--- config.mk ---
export PLATFORM = sky130hd
export DESIGN_NAME = la_hstx
export DESIGN_NICKNAME = d
export VERILOG_FILES = /design/src/rtl/la_hstx_pkg.sv /design/src/rtl/la_dsync.sv /design/src/rtl/la_hstx.sv
export SDC_FILE = /design/constraint.sdc
export NUM_CORES = 1
export LEC_CHECK = 0
export CAP_MARGIN = 20
export CORE_UTILIZATION = 36
export CTS_BUF_LIST = sky130_fd_sc_hd__clkbuf_8
export CTS_CLUSTER_DIAMETER = 80
export DETAILED_ROUTE_END_ITERATION = 8
export PLACE_DENSITY = 0.78
export SKIP_CTS_REPAIR_TIMING = 1
export SLEW_MARGIN = 20
export SYNTH_ARGS = -nofsm -noshare
export SYNTH_HDL_FRONTEND = slang
export SYNTH_SLANG_ARGS = --single-unit
--- constraint.sdc ---
create_clock -name clk -period 1.45 [get_ports clk]
set_clock_uncertainty 0.1 [all_clocks]
set_input_delay 0.29 -clock clk [delete_from_list [all_inputs] [get_ports clk]]
set_output_delay 0.29 -clock clk [all_outputs]
set_load 0.03 [all_outputs]
--- src/rtl/la_hstx_pkg.sv ---
`default_nettype none
// ============================================================================
//  Module   : la_hstx_pkg
//  Purpose  : Shared state encodings for the la_hstx handshake source.
//  Revision : 1.0  initial release
// ============================================================================
package la_hstx_pkg;

  localparam int STATE_W = 2;

  typedef logic [STATE_W-1:0] state_t;

  localparam state_t ST_IDLE    = 2'b00;
  localparam state_t ST_ASSERT  = 2'b01;
  localparam state_t ST_RELEASE = 2'b10;

endpackage
`default_nettype wire

--- src/rtl/la_dsync.sv ---
`default_nettype none
// ============================================================================
//  Module   : la_dsync
//  Purpose  : Multi-flop synchronizer for a single asynchronous bit.
//             Flops carry no reset so they can be packed as a sync cell.
//  Revision : 1.0  initial release
// ============================================================================
module la_dsync #(
  parameter        PROP   = "DEFAULT",
  parameter int    STAGES = 2
) (
  input  logic clk,
  input  logic din,
  output logic dout
);

  // Non-default properties map onto the same portable flop chain here;
  // a technology library replaces this module with a hardened cell.
  if (PROP == "DEFAULT") begin : g_generic
    logic [STAGES-1:0] pipe;
    // Shift the asynchronous bit through the synchronizer chain
    always_ff @(posedge clk) begin
      pipe <= {pipe[STAGES-2:0], din};
    end
    assign dout = pipe[STAGES-1];
  end else begin : g_prop
    logic [STAGES-1:0] pipe;
    // Shift the asynchronous bit through the synchronizer chain
    always_ff @(posedge clk) begin
      pipe <= {pipe[STAGES-2:0], din};
    end
    assign dout = pipe[STAGES-1];
  end

endmodule
`default_nettype wire

--- src/rtl/la_hstx.sv ---
`default_nettype none
// ============================================================================
//  Module   : la_hstx
//  Purpose  : Source half of a four-phase req/ack CDC handshake. Accepts a
//             word on valid/ready, holds it on xfer_data while sequencing
//             xfer_req, and tracks the synchronized acknowledge.
//  Revision : 1.0  initial release
// ============================================================================
module la_hstx
  import la_hstx_pkg::*;
#(
  parameter        PROP    = "DEFAULT",
  parameter int    DW      = 32,
  parameter int    STAGES  = 2,
  parameter int    TIMEOUT = 0
) (
  input  logic          clk,
  input  logic          nreset,
  input  logic          in_valid,
  output logic          in_ready,
  input  logic [DW-1:0] in_data,
  output logic          xfer_req,
  output logic [DW-1:0] xfer_data,
  input  logic          xfer_ack,
  output logic          busy,
  output logic          err,
  input  logic          err_clear
);

  // Counter is kept one bit wide when the timeout is disabled so it never
  // collapses to a zero-width vector.
  localparam int          CW       = (TIMEOUT > 0) ? $clog2(TIMEOUT + 1) : 1;
  localparam bit          TO_EN    = (TIMEOUT != 0);
  localparam logic [CW-1:0] CNT_LAST = CW'((TIMEOUT > 0) ? TIMEOUT - 1 : 0);
  localparam logic [CW-1:0] CNT_MAX  = '1;

  logic          ack_s;
  state_t        state;
  state_t        state_next;
  logic [CW-1:0] cnt;
  logic          accept;
  logic          timeout_hit;

  la_dsync #(
    .PROP   (PROP),
    .STAGES (STAGES)
  ) u_ack_sync (
    .clk  (clk),
    .din  (xfer_ack),
    .dout (ack_s)
  );

  // State register
  always_ff @(posedge clk) begin
    if (!nreset) state <= ST_IDLE;
    else         state <= state_next;
  end

  // Next-state decode; only the synchronized ack steers the FSM
  always_comb begin
    state_next = state;
    case (state)
      ST_IDLE:    if (accept)               state_next = ST_ASSERT;
      ST_ASSERT:  if (ack_s || timeout_hit) state_next = ST_RELEASE;
      ST_RELEASE: if (!ack_s)               state_next = ST_IDLE;
      default:                              state_next = ST_IDLE;
    endcase
  end

  // Output and strobe decode; a stale ack in IDLE blocks new words
  always_comb begin
    in_ready    = nreset && (state == ST_IDLE) && !ack_s;
    busy        = (state != ST_IDLE);
    accept      = in_valid && in_ready;
    timeout_hit = TO_EN && (state == ST_ASSERT) && !ack_s && (cnt == CNT_LAST);
  end

  // Datapath: req flop follows the next state so it is glitch-free,
  // data is captured only on accept, the counter saturates, err is sticky
  always_ff @(posedge clk) begin
    if (!nreset) begin
      xfer_req  <= 1'b0;
      xfer_data <= '0;
      cnt       <= '0;
      err       <= 1'b0;
    end else begin
      xfer_req <= (state_next == ST_ASSERT);
      if (accept) xfer_data <= in_data;
      if (accept)                                    cnt <= '0;
      else if (state == ST_ASSERT && cnt != CNT_MAX) cnt <= cnt + 1'b1;
      if (timeout_hit)    err <= 1'b1;
      else if (err_clear) err <= 1'b0;
    end
  end

endmodule
`default_nettype wire

==> results of run 1 <==
-- state kept, by name, summed over array words and instances (netlist names) --
name,flops
xfer_data,32
state,2
u_ack_sync.g_generic.pipe,2
xfer_req,1
-- worst paths after layout --
path	startpoint	to
max reg2reg	state[1]$_SDFF_PN0_	xfer_data[7]$_SDFFE_PN0P_
min	u_ack_sync.g_generic.pipe[0]$_DFF_P_	u_ack_sync.g_generic.pipe[1]$_DFF_P_
min reg2reg	u_ack_sync.g_generic.pipe[0]$_DFF_P_	u_ack_sync.g_generic.pipe[1]$_DFF_P_
max	state[1]$_SDFF_PN0_	in_ready
-- power by group --
part | switching (mW) | leakage [nW] | internal [mW] | total (mW)
combinational | 0.264 | 1.17 | 0.264 | 0.528
sequential | 0.0268 | 0.303 | 1.07 | 1.10
clock | 0.351 | 0.0626 | 0.553 | 0.904
-- synth_stat cells, drive strengths merged --
master and count:
clkbuf 7, conb 1, dfxtp 37, and3 1, nor4b 3, nand3 32
nand2 32, nor2 1, and2 1, buf 8, or2 1, xor2 1
o21ai 32
-- cell type report --
type	count	area (µm²)
timing repair buffer	89	1030
multi-input combinational	105	629
fill	243	862
tap	46	57.6
clock buffer	6	82.6
sequential	37	742
clock inverter	2	33.8
-- layout by cell type, fill, tap and decap left out, types with 4 or more instances in the layout --
cell,n
buf_4,10
clkbuf_16,4
clkbuf_8,6
clkdlybuf4s50_1,34
dfxtp_1,36
dlymetal6s2s_1,34
nand2_1,32
nand3_1,31
o21ai_1,4
o21ai_2,28
-- per-layer routing --
layer  global-route usage (%)  share of wire [%]  vias up
met2                     26.9                 49       57
met3                     6.93                6.7       11
met4                     7.85                2.0        0
li1                         -                  -      691
met5                        0                  0        -
met1                     23.3                 43      675
-- cell families after synthesis --
group	Yosys count	synth area share, %
AO/OA/AOI/OAI	32	12.0
XOR/XNOR	1	0.657
buffers and inverters	15	5.72
flip-flops	37	55.5
other	1	0.281
AND/OR/NAND/NOR	71	25.8
==> results list, run 1 <==
* Static Leakage: approximately 1.5 nW
- The critical path runs through a total of 4 cells.
* Final hold violations: 0
* Via-per-instance ratio: roughly 5.0
- The run finished, with violations left.
- The cell count after synthesis came out at approximately 160.
* Number of buffer and inverter instances along the worst setup path: 3
- Horizontal die dimension: roughly 63 µm
* Min Tclk post-route: 1.68 ns
- The initialized floorplan defines 21 standard-cell rows.
- In this design, the stage delay of the slowest critical-path cell is about 0.32 ns.
- For this run, the total global-route usage over all layers was measured as between 10% and 20%.
- TritonCTS clock tree: built
* Initial core utilization: just under 40%
- The total overflow left after global routing is 0.
- Instance count along the most critical hold path: 0
* First-pass GRT wire length: ~5.6 mm
- Clock tree synthesis inserted a total of 5 buffers.
- After the last flow step, the layout net total stands at 275.
* Drt pass-1 iters: 4
* Top cell type's share of synthesized area: around 56%
* HPWL reported at the end of detailed placement: roughly 2.3 mm
- In this run the tool buffered the top-level ports with 70 buffer cells.
- Number of antenna violations at the first check in global routing: 0
- Yosys warning count: 0
- Traced cell by cell, the critical path runs through buf_6 > nor4b_4 > buf_4 > buf_6.
- Portion of the post-synthesis area used by sequential elements: 55.5%
* Core Footprint: approximately 3400 µm²
* Post-Syn Area: roughly 1300 µm²
* Synth Register Bits: 37
- Per-instance average area after synthesis: 8.50 µm²
* Post-route standard cell area excluding fillers: approximately 2600 µm²
* Synthesis-to-layout area growth: 93.4%
* Reg2reg path depth: 6
- Number of sinks on the clock net: 37
- Across all register-to-register paths, the minimum setup slack is -0.10 ns.
- The number of max-slew violations in the final report came to 0.
- Startpoint type of the worst setup path: register
- Wires add up to roughly 4.1 mm.
- Maximum net fanout on the critical path: 3
- Setup slack of the critical path after layout: -0.229 ns
- Worst hold-check slack: ~0.23 ns
* # placed instances: roughly 270
- Pwr Density: between 900 and 1000 nW/µm²
- VDD sags by at most 950 µV.
- Vias in the first global route: 1224
- After clock tree synthesis, the clock-pin slew on the worst setup and hold paths is 0.06 ns.
* Worst hold path type: register to register
- Setup total negative slack on the finished layout was measured at -2.34 ns.
* Number of max-cap violations: 0
- Summed over all instances, the cell type with the most area after synthesis is dfxtp_1.
- Overall power consumption after layout is estimated at roughly 2.5 mW.
- Via Count: roughly 1400
- In this run, distinct cell masters in the synthesized netlist total 16.
- For this design, the slowest cell found on the critical path is dfxtp_2.
- In the final layout, the share of cells above drive strength 1 is ~26%.
- Worst Path Class, Setup: register to output pin
- Minimum setup slack after placement: -0.330 ns
- Data on the critical path is required at its endpoint by approximately 1.1 ns.
- Count of pins on the block boundary: 73
- The worst setup path is captured at an output pin.
- Ranking of synthesized cells by area: dfxtp_1 56%, nand3_1 12%, nand2_1 9.0%, o21ai_0 8.3%, o21ai_1 3.8%
* Critical path's top delay family: buffers and inverters
- Area of the die: between 3000 and 4000 µm²
- Net count after synthesis: around 190
- Among the stages of the critical path, the cell type that occurs most often is buf_6.
* Max Root-Sink Buffers: 2
- The H-tree was split into 2 levels.
- Clock latency on the worst-skew pair, taken at its later pin, is about 0.28 ns.
* Arrival time reported for the critical path endpoint: roughly 1.3 ns
- Final weighted congestion of routability-driven global placement: around 0.71
* Maximum achievable frequency: around 0.60 GHz
- Average routed wire per standard cell: 14.6 µm
- Setup repair after global routing could not meet its margin everywhere.
- Starting DRC count in detailed routing: 98
- Number of setup violations in the final report: 32
- Violations in the final reports: negative setup slack
* Pin count of the biggest net entering global routing: 36
* End-of-flow core utilization: around 75%
* Antenna fix cells: 0
* Cell chosen for the clock root: clkbuf_8
- Final cycle utilization of the critical path: 116%
- Summing all placed instances gives a cell area of 2100 µm².
- The floorplan step set the die height to approximately 63 µm.
* ANT nets after route: 0
- In the routed design, unresolved DRC markers number 0.
- The finished layout holds roughly 290 standard cells, fillers aside.
Note: power is estimated with default switching activity, not from simulation.
==> run 2: changes to the inputs <==
--- a/config.mk
+++ b/config.mk
@@ -12,6 +12,7 @@
 export DETAILED_ROUTE_END_ITERATION = 8
 export PLACE_DENSITY = 0.78
 export SKIP_CTS_REPAIR_TIMING = 1
+export SKIP_LAST_GASP = 1
 export SLEW_MARGIN = 20
 export SYNTH_ARGS = -nofsm -noshare
 export SYNTH_HDL_FRONTEND = slang
==> results list, run 2 (synthesis results as in run 1) <==
- For this block, the routed nets add up to between 4 and 5 mm of wire.
- Final cycle utilization of the critical path: 116%
- Leading cell types in the layout, fill and taps excluded: 36 x dfxtp_1, 35 x dlymetal6s2s_1, 34 x clkdlybuf4s50_1
- IR analysis of the VDD net gives a maximum drop of 950 µV.
* Power Total: approximately 2.5 mW
- Worst hold-check slack: ~0.23 ns
* Worst path required time: around 1.1 ns
- Cell internal power was estimated by the tool at 1.89 mW.
- The die covers approximately 4000 µm².
* Startpoint type of the worst setup path: register
- In this run the critical register-to-register path is launched from state[1]$_SDFF_PN0_.
- The later pin in the worst-skew pair is clocked with a latency of between 0.2 and 0.3 ns.
- Along the worst hold path, the cell count comes to 0.
- The pre-antenna-repair detailed-routing pass consisted of 4 iterations.
- Setup total negative slack on the finished layout was measured at -2.36 ns.
* Worst Hold Endpoint: u_ack_sync.g_generic.pipe[1]$_DFF_P_
- Pwr Density: about 980 nW/µm²
- The count of nets left with antenna violations once routing finished came out at 0.
- The via count of the first global-routing pass came to approximately 1200.
* Number of buffer and inverter instances along the worst setup path: 3
- At the end of the flow the core is filled with cells to 75.2%.
* Part of the total power dissipated in sequential elements: a little over two fifths
* Number of antenna violations at the first check in global routing: 0
- The die is between 60 and 70 µm tall.
- In this run the static leakage power is 1.55 nW.
* Worst Path Class, Setup: register to output pin
- STA classifies the critical path endpoint as an output pin.
- In the final layout, the share of cells above drive strength 1 is between 20% and 30%.
- Site row count: 21
- After layout, the worst setup slack is -0.230 ns.
* Hold Startpoint: u_ack_sync.g_generic.pipe[0]$_DFF_P_
- In this run the horizontal extent of the chip is 62.9 µm.
* Number of remaining DRC errors: 0
* Worst reg-to-reg setup slack: -0.10 ns
* Via-per-instance ratio: 5.03
- The critical path runs through a total of 4 cells.
- Clock-pin slew was measured on the worst setup and hold paths at 0.06 ns.
- Antenna fix cells: 0
* Number of max-cap violations: 0
* Maximum net fanout on the critical path: 3
- The hold violation count in the final report was 0.
* Number of buffers inserted during clock tree synthesis: 5
- Derived from the worst setup path, the maximum achievable clock frequency is a little under 0.6 GHz.
* Aggregate global-route resource usage: between 10% and 20%
- Max reg flops: 32
* Arrival time reported for the critical path endpoint: roughly 1.3 ns
- The congestion estimate from routability-driven global placement came to between 0.7 and 0.8.
- Switching portion of total power: between 20 and 30%
- The cell that appears most often on the critical path is buf_6.
* Top Registers: xfer_data x32, state x2, u_ack_sync.g_generic.pipe x2
- Synthesis-to-layout area growth: 94.0%
* Comb power frac: a little over a fifth
* Count of final max-slew check failures: 0
* Net total in the final layout: around 280
- The signal on the critical path passes through buf_6 > nor4b_4 > buf_4 > buf_6.
- Core Footprint: 3440 µm²
* First-pass GRT wire length: between 5 and 6 mm
- RSZ-0062 raised after global routing: true
* Max Root-Sink Buffers: 2
* Violations in the final reports: negative setup slack
- Outcome: complete, but fails checks
- Worst hold path type: register to register
* Total gr overflow: 0
- Reg2reg path depth: 6
* Via Count: 1433
* Critical Path Slowest Stage Cell: dfxtp_2
- The first routing iteration left between 90 and 100 violations.
- Initial core utilization: between 30 and 40%
* Net switching power: approximately 0.64 mW
- TritonCTS clock tree: built
- Ranked by flip-flop count, first place goes to xfer_data.
* Number of input and output port buffers inserted: 70
- Setup violations remaining at the end of the flow were counted as 33.
* Number of sinks on the clock net: 37
* Most common cell after layout, fill and taps aside: dfxtp_1
* Count of pins on the block boundary: 73
- HPWL reported at the end of detailed placement: roughly 2.3 mm
* FF-to-FF End: xfer_data[7]$_SDFFE_PN0P_
* Cell chosen for the clock root: clkbuf_8
- The H-tree was split into 2 levels.
* Clock share of power: a little over a third
* Min Tclk post-route: between 1.5 and 2 ns
- Entering global routing, the biggest net connects 36 pins.
* Average routed wire per standard cell: about 15 µm
- Timing analysis after detailed placement gives a worst setup slack of -0.330 ns.
- Worst path max stage delay: 0.32 ns
- The cell family contributing the most delay on the critical path is buffers and inverters.
## run 2: routing by layer
layer / vias to the layer above / wire, µm / track usage, %
li1: 691 / - / -
met5: - / 0 / 0
met1: 674 / 1770 / 23.3
met4: 0 / 82 / 7.85
met2: 57 / 2020 / 26.9
met3: 11 / 279 / 6.93
## run 2: cell type report
class | count | area [µm²]
timing repair buffer | 89 | 1040
sequential | 37 | 742
tap | 46 | 57.6
clock inverter | 2 | 33.8
clock buffer | 6 | 82.6
multi-input combinational | 105 | 629
fill | 243 | 855
## run 2: worst max path at each step
| stage | slack [ns] | to | from |
|---|---|---|---|
| finish | -0.23 | in_ready | state[1]$_SDFF_PN0_ |
| global route | -0.28 | in_ready | state[1]$_SDFF_PN0_ |
| CTS | -0.42 | busy | state[0]$_SDFF_PN0_ |
| detailed placement | -0.33 | xfer_data[14]$_SDFFE_PN0P_ | nreset |
| global placement | -0.29 | xfer_data[20]$_SDFFE_PN0P_ | nreset |
| floorplan | 0.01 | in_ready | nreset |
## run 2: power groups by stage
stage / clock, mW / combinational, mW / sequential, mW
after floorplan: 0 / 0.111 / 1.22
after global routing: 0.968 / 0.558 / 1.11
final: 0.904 / 0.529 / 1.10
after CTS: 0.910 / 0.450 / 1.10
after global placement: 0 / 0.444 / 1.12
after detailed placement: 0 / 0.448 / 1.12
## run 2: through the flow
step / instance area [µm²] / cells
5_1_grt: 2590 / 285
4_1_cts: 2220 / 276
2_1_floorplan: 1330 / 157
6_report: 2590 / 285
3_3_place_gp: 2100 / 268
3_5_place_dp: 2100 / 268
